$ cat config.mk
export PLATFORM = sky130hd
export DESIGN_NAME = decode_issue
export DESIGN_NICKNAME = d
export VERILOG_FILES = /design/src/rtl/mips_pkg.sv /design/src/rtl/reg_file.sv /design/src/rtl/decode_issue.sv
export SDC_FILE = /design/constraint.sdc
export NUM_CORES = 2
export LEC_CHECK = 0
export CAP_MARGIN = 40
export CELL_PAD_IN_SITES_DETAIL_PLACEMENT = 0
export CELL_PAD_IN_SITES_GLOBAL_PLACEMENT = 1
export CORE_ASPECT_RATIO = 0.8
export CORE_MARGIN = 2
export CORE_UTILIZATION = 56
export CTS_CLUSTER_DIAMETER = 30
export DETAILED_ROUTE_END_ITERATION = 8
export PLACE_DENSITY_LB_ADDON = 0.1
export SYNTH_ARGS = -nofsm -noshare
export SYNTH_HDL_FRONTEND = slang
export SYNTH_SLANG_ARGS = --single-unit
$ cat constraint.sdc
create_clock -name clk -period 93 [get_ports clk]
set_input_delay 13.95 -clock clk [delete_from_list [all_inputs] [get_ports clk]]
set_output_delay 13.95 -clock clk [all_outputs]
set_load 0.03 [all_outputs]
$ cat src/rtl/mips_pkg.sv
// Shared MIPS-subset encodings and the decoded bundle handed from decode to execute.
package mips_pkg;

   localparam logic [5:0] OP_RTYPE = 6'h00;
   localparam logic [5:0] OP_J     = 6'h02;
   localparam logic [5:0] OP_ADDI  = 6'h08;
   localparam logic [5:0] OP_ANDI  = 6'h0C;
   localparam logic [5:0] OP_LW    = 6'h23;
   localparam logic [5:0] OP_SW    = 6'h2B;
   localparam logic [5:0] OP_BEQ   = 6'h04;
   localparam logic [5:0] OP_BNE   = 6'h05;

   localparam logic [5:0] F_ADD = 6'h20;
   localparam logic [5:0] F_SUB = 6'h22;
   localparam logic [5:0] F_AND = 6'h24;
   localparam logic [5:0] F_OR  = 6'h25;
   localparam logic [5:0] F_XOR = 6'h26;
   localparam logic [5:0] F_SLT = 6'h2A;
   localparam logic [5:0] F_SLL = 6'h00;
   localparam logic [5:0] F_SRL = 6'h02;

   typedef struct packed {
      logic [5:0]  opcode;
      logic [31:0] src;
      logic [31:0] targ;
      logic [31:0] imm;
      logic [5:0]  funct;
      logic [4:0]  shamt;
      logic [31:0] pc;
      logic [4:0]  dest_addr;
      logic        dest_we;
      logic        mem_read;
      logic        mem_write;
      logic        illegal;
   } bundle_t;

endpackage

$ cat src/rtl/reg_file.sv
// Two-read, one-write register file; r0 hardwired to zero, same-cycle write-back bypass.
module reg_file #(
   parameter int unsigned NREG = 32,
   parameter int unsigned XLEN = 32
) (
   input  logic            clk,
   input  logic            rst,
   input  logic [4:0]      ra_addr,
   output logic [XLEN-1:0] ra_data,
   input  logic [4:0]      rb_addr,
   output logic [XLEN-1:0] rb_data,
   input  logic            we,
   input  logic [4:0]      wa,
   input  logic [XLEN-1:0] wd
);

   logic [XLEN-1:0] regs_q [NREG];

   always_ff @(posedge clk or posedge rst) begin
      if (rst) begin
         for (int i = 0; i < int'(NREG); i++) regs_q[i] <= '0;
      end else if (we && wa != 5'd0) begin
         regs_q[wa] <= wd;
      end
   end

   always_comb begin
      ra_data = '0;
      rb_data = '0;
      if (ra_addr != 5'd0) ra_data = (we && wa == ra_addr) ? wd : regs_q[ra_addr];
      if (rb_addr != 5'd0) rb_data = (we && wa == rb_addr) ? wd : regs_q[rb_addr];
   end

endmodule

$ cat src/rtl/decode_issue.sv
// Decode/issue stage: decodes fetched instructions, reads operands, stalls on scoreboard
// hazards and holds the decoded bundle in a valid/ready output register toward execute.
module decode_issue
   import mips_pkg::*;
#(
   parameter int unsigned NREG = 32,
   parameter int unsigned XLEN = 32
) (
   input  logic            clk,
   input  logic            rst,
   input  logic            if_valid,
   output logic            if_ready,
   input  logic [31:0]     if_instr,
   input  logic [31:0]     if_pc,
   input  logic            wb_en,
   input  logic [4:0]      wb_addr,
   input  logic [XLEN-1:0] wb_data,
   input  logic            flush,
   output logic            ex_valid,
   input  logic            ex_ready,
   output logic [31:0]     opcode,
   output logic [31:0]     SRC,
   output logic [31:0]     TARG,
   output logic [31:0]     immediateVal,
   output logic [5:0]      funct,
   output logic [4:0]      shamt,
   output logic [31:0]     pc,
   output logic [4:0]      dest_addr,
   output logic            dest_we,
   output logic            mem_read,
   output logic            mem_write,
   output logic            illegal
);

   logic [5:0]      op;
   logic [4:0]      rs, rt, rd;
   logic [XLEN-1:0] rs_data, rt_data;
   logic            use_rs, use_rt, writes;
   logic [4:0]      dest;
   bundle_t         dec;
   bundle_t         bundle_q;
   logic            ex_valid_q, ex_valid_d;
   logic [NREG-1:0] pend_q, pend_d, clr_mask, pend_eff;
   logic            hazard, transfer;

   assign op = if_instr[31:26];
   assign rs = if_instr[25:21];
   assign rt = if_instr[20:16];
   assign rd = if_instr[15:11];

   reg_file #(
      .NREG(NREG),
      .XLEN(XLEN)
   ) u_reg_file (
      .clk     (clk),
      .rst     (rst),
      .ra_addr (rs),
      .ra_data (rs_data),
      .rb_addr (rt),
      .rb_data (rt_data),
      .we      (wb_en),
      .wa      (wb_addr),
      .wd      (wb_data)
   );

   always_comb begin
      dec           = '0;
      dec.opcode    = op;
      dec.funct     = if_instr[5:0];
      dec.shamt     = if_instr[10:6];
      dec.pc        = if_pc;
      dec.src       = rs_data;
      dec.targ      = rt_data;
      use_rs        = 1'b1;
      use_rt        = 1'b0;
      writes        = 1'b0;
      dest          = 5'd0;
      case (op)
         OP_RTYPE: begin
            use_rt = 1'b1;
            case (if_instr[5:0])
               F_ADD, F_SUB, F_AND, F_OR, F_XOR, F_SLT, F_SLL, F_SRL: begin
                  writes = 1'b1;
                  dest   = rd;
               end
               default: dec.illegal = 1'b1;
            endcase
         end
         OP_J: begin
            use_rs  = 1'b0;
            dec.imm = {6'd0, if_instr[25:0]};
         end
         OP_ADDI: begin
            dec.imm = {{16{if_instr[15]}}, if_instr[15:0]};
            writes  = 1'b1;
            dest    = rt;
         end
         OP_ANDI: begin
            dec.imm = {16'd0, if_instr[15:0]};
            writes  = 1'b1;
            dest    = rt;
         end
         OP_LW: begin
            dec.imm      = {{16{if_instr[15]}}, if_instr[15:0]};
            writes       = 1'b1;
            dest         = rt;
            dec.mem_read = 1'b1;
         end
         OP_SW: begin
            dec.imm       = {{16{if_instr[15]}}, if_instr[15:0]};
            use_rt        = 1'b1;
            dec.mem_write = 1'b1;
         end
         OP_BEQ, OP_BNE: begin
            dec.imm = {{16{if_instr[15]}}, if_instr[15:0]};
            use_rt  = 1'b1;
         end
         default: dec.illegal = 1'b1;
      endcase
      dec.dest_addr = dest;
      dec.dest_we   = writes && (dest != 5'd0);
   end

   // A write-back landing this cycle already resolves its register.
   always_comb begin
      clr_mask = '0;
      if (wb_en) clr_mask[wb_addr] = 1'b1;
   end
   assign pend_eff = pend_q & ~clr_mask;

   assign hazard   = (use_rs && pend_eff[rs]) || (use_rt && pend_eff[rt]) ||
                     (dec.dest_we && pend_eff[dec.dest_addr]);
   assign if_ready = (~ex_valid_q | ex_ready) & ~hazard & ~flush;
   assign transfer = if_valid & if_ready;

   always_comb begin
      pend_d = pend_eff;
      if (flush && ex_valid_q && bundle_q.dest_we) pend_d[bundle_q.dest_addr] = 1'b0;
      if (transfer && dec.dest_we) pend_d[dec.dest_addr] = 1'b1;
   end

   always_comb begin
      ex_valid_d = ex_valid_q;
      if (flush)         ex_valid_d = 1'b0;
      else if (transfer) ex_valid_d = 1'b1;
      else if (ex_ready) ex_valid_d = 1'b0;
   end

   always_ff @(posedge clk or posedge rst) begin
      if (rst) begin
         pend_q     <= '0;
         ex_valid_q <= 1'b0;
         bundle_q   <= '0;
      end else begin
         pend_q     <= pend_d;
         ex_valid_q <= ex_valid_d;
         if (transfer) bundle_q <= dec;
      end
   end

   assign ex_valid     = ex_valid_q;
   assign opcode       = {26'd0, bundle_q.opcode};
   assign SRC          = bundle_q.src;
   assign TARG         = bundle_q.targ;
   assign immediateVal = bundle_q.imm;
   assign funct        = bundle_q.funct;
   assign shamt        = bundle_q.shamt;
   assign pc           = bundle_q.pc;
   assign dest_addr    = bundle_q.dest_addr;
   assign dest_we      = bundle_q.dest_we;
   assign mem_read     = bundle_q.mem_read;
   assign mem_write    = bundle_q.mem_write;
   assign illegal      = bundle_q.illegal;

endmodule

==> impl_metrics.toml <==
[yosys]
synth_most_common_cell = "dfrtp_1"
synth_common_cells = "dfrtp_1 (1206), mux2_2 (946), mux4_2 (549), clkbuf_1 (324), nand2_1 (254)"
ys_seq_elements = 1206
synth_cell_type_count = 91
synth_edf_count = 0
async_flop_share_pct = 100.0
seq_area_frac_synth_pct = 46.69
post_synth.cell_area_avg_um2 = 14.42
ys_warn_count = 0
synth.area.top_cells = "dfrtp_1 (47%), mux4_2 (19%), mux2_2 (16%)"
synth_top_cell_by_area = "dfrtp_1"
synth_top_area_share_pct = 46.69
syn_inst = 4481
ys.flop_type = "dfrtp_1"
netlist_area_um2 = 64640

[floorplanning]
die_w_um = 383.8
fp.dieArea_um2 = 118200
boundaryPins = 289
die_h_um = 307.9
start_util_pct = 56.41
core-area_um2 = 114600
rows = 111

[timing]
clock_skew_ns = 0.03807
period_minus_slack_ns = 32.86
finalHoldViolCount = 0
fin_setup_tns_ns = 0
max_freq_mhz = 30.43
finalMaxSlewViolations = 0
rsz0062_at_grt = "no"
tightest_slew_ns = 1.064
setup_viol = 0
max_slew_margin_pct = 29.05
post-route-period-util_pct = 35.34
fin_ws_ns = 60.14

[place]
dp_cells = 5929
port-buffer-count = 262
place_area_um2 = 69220
dp_hpwl_um = 111200
gp_congestion = 0.8800
place_ws_ns = 60.21

[finish]
fin_nets = 4742
post-route-util_pct = 67.63
drive_gt1_share_pct = 46.64
design_area_um2 = 77490
syn_to_final_growth_pct = 19.89
fin_cells = 6361

[cts]
clk_pin_slew_worst_paths_ns = 0.05
cts-resized-gates = 0
cts_hold_buf = 0
cts_sinks = 1206
cts_buffers = 229
post_cts_buffers = 0
clk_path_buf_depth = 3
cts-htree-levels = 4
insertion_delay_ns = 0.83
clockRootBuffer = "clkbuf_16"
tritoncts = "done"

[route]
ant_nets = 0
vias_per_cell = 6.662
wl_per_cell_um = 31.03
dr_total_vias = 42380
wl_um = 197400
drc = 0
first_iter_violations = 3672
firstDrtPassIters = 5

[critical_path]
required_ns = 79.05
crit_top_cell = "clkdlybuf4s50_1"
worstSetupStartpointType = "input port"
crit_slowest_cell = "clkdlybuf4s50_1"
critPathMaxFanout = 28
cp-end-kind = "primary output"
worstSetupPathType = "input port to primary output"
crit_path_max_incr_delay_ns = 0.91
worstPathArrival_ns = 18.91
cp_cell_sequence = "clkdlybuf4s50_1 > nand4_1 > nor2_4 > buf_4 > o22ai_1 > a221oi_1 > o211ai_1 > a311oi_2 > nand3_1 > nor2_1 > clkdlybuf4s50_1"

[run_status]
status = "complete, no violations"

[power]
cellLeakagePower_nw = 33.62
powerDensity_nw_per_um2 = 25.28
max-vdd-ir-drop_uv = 21.91

[global_route]
grt_pass1_vias = 43870
overflow = 0
grt.total_usage_pct = 34.07
antenna_found_initial = 2
grt_pass1_wl_um = 295800
grt_max_degree = 158

[flow_run]
cap_violations = 0

[worst_hold_path]
hold_class = "flop to flop"
-- report_power, final --
group	switching (mW)	internal (mW)	total, mW
Combinational	0.164	0.219	0.384
Clock	0.290	0.585	0.875
Sequential	0.0720	0.628	0.700
-- routing by layer --
layer / vias up / routed length (um) / GRT usage [%]
li1: 17460 / - / -
met1: 22770 / 84740 / 48.98
met2: 1718 / 91370 / 51.71
met3: 425 / 14230 / 6.706
met4: 0 / 7058 / 13.02
met5: - / 0 / 0
-- cells by family (layout without fill, tap and decap cells) --
kind of cell           count (synthesis)  after routing  synth area share (%)
AND/OR/NAND/NOR                      501            501                 3.436
flip-flops                          1206           1206                 46.69
buffers and inverters                548            877                 3.827
XOR/XNOR                              10             10                0.1355
other                                  1             27              0.005802
multiplexers                        1792           1792                 41.03
AO/OA/AOI/OAI                        423            423                 4.878
-- cells in the final DEF, fill, tap and decap left out, types with 33 or more instances in the layout --
master / count
a211oi_1: 69
a21oi_1: 91
a221oi_1: 65
a22oi_1: 34
buf_16: 33
buf_4: 91
bufinv_16: 35
clkbuf_16: 233
clkbuf_8: 37
clkdlybuf4s50_1: 252
dfrtp_1: 1206
mux2_2: 946
mux2_4: 106
mux2i_1: 191
mux4_2: 549
nand2_1: 239
nor2_1: 134
-- layout make-up --
class,instances,area [um^2]
inverter,34,135.1
multi-input combinational,2752,32310
antenna,1,2.502
sequential,1206,30180
fill,7980,37090
timing repair buffer,412,4682
clock buffer,295,6434
tap,1525,1908
clock inverter,136,1842
-- registers in the layout (all words and copies together) (netlist names) --
| name | count |
|---|---|
| SRC | 32 |
| TARG | 32 |
| dest_addr | 5 |
| dest_we | 1 |
| ex_valid | 1 |
| funct | 6 |
| illegal | 1 |
| immediateVal | 27 |
| mem_read | 1 |
| mem_write | 1 |
| opcode | 6 |
| pc | 32 |
| pend_q | 32 |
| shamt | 5 |
| u_reg_file.regs_q | 1024 |
-- worst paths after layout --
path                                                     startpoint                                  end  slack [ns]  cells past startpoint
worst max-delay path                                          wb_en                             if_ready       60.14                     11
worst min-delay path            u_reg_file.regs_q[1021]$_DFFE_PP0P_  u_reg_file.regs_q[1021]$_DFFE_PP0P_        0.39                      0
worst max register to register                 pend_q[14]$_DFF_PP0_                 TARG[23]$_DFFE_PP0P_       88.45                      9
worst min register to register  u_reg_file.regs_q[1021]$_DFFE_PP0P_  u_reg_file.regs_q[1021]$_DFFE_PP0P_        0.39                      0
max in group asynchronous                                       rst   u_reg_file.regs_q[398]$_DFFE_PP0P_       75.41                      9
min in group asynchronous                                       rst   u_reg_file.regs_q[161]$_DFFE_PP0P_       13.66                      2
-- through the flow --
stage	power, mW	hold slack (ns)
after floorplan	0.9694	0.4451
after CTS	1.968	0.3973
after detailed placement	1.087	0.3869
final	1.959	0.3944
after global routing	2.031	0.4124
after global placement	1.071	0.3816
-- critical path, delay by kind of cell --
family	cells	cell delay (ns)
buf+inv	3	2.31
simple gates	4	1.48
compound gates	4	1.16
Note: power is estimated with default switching activity, not from simulation.
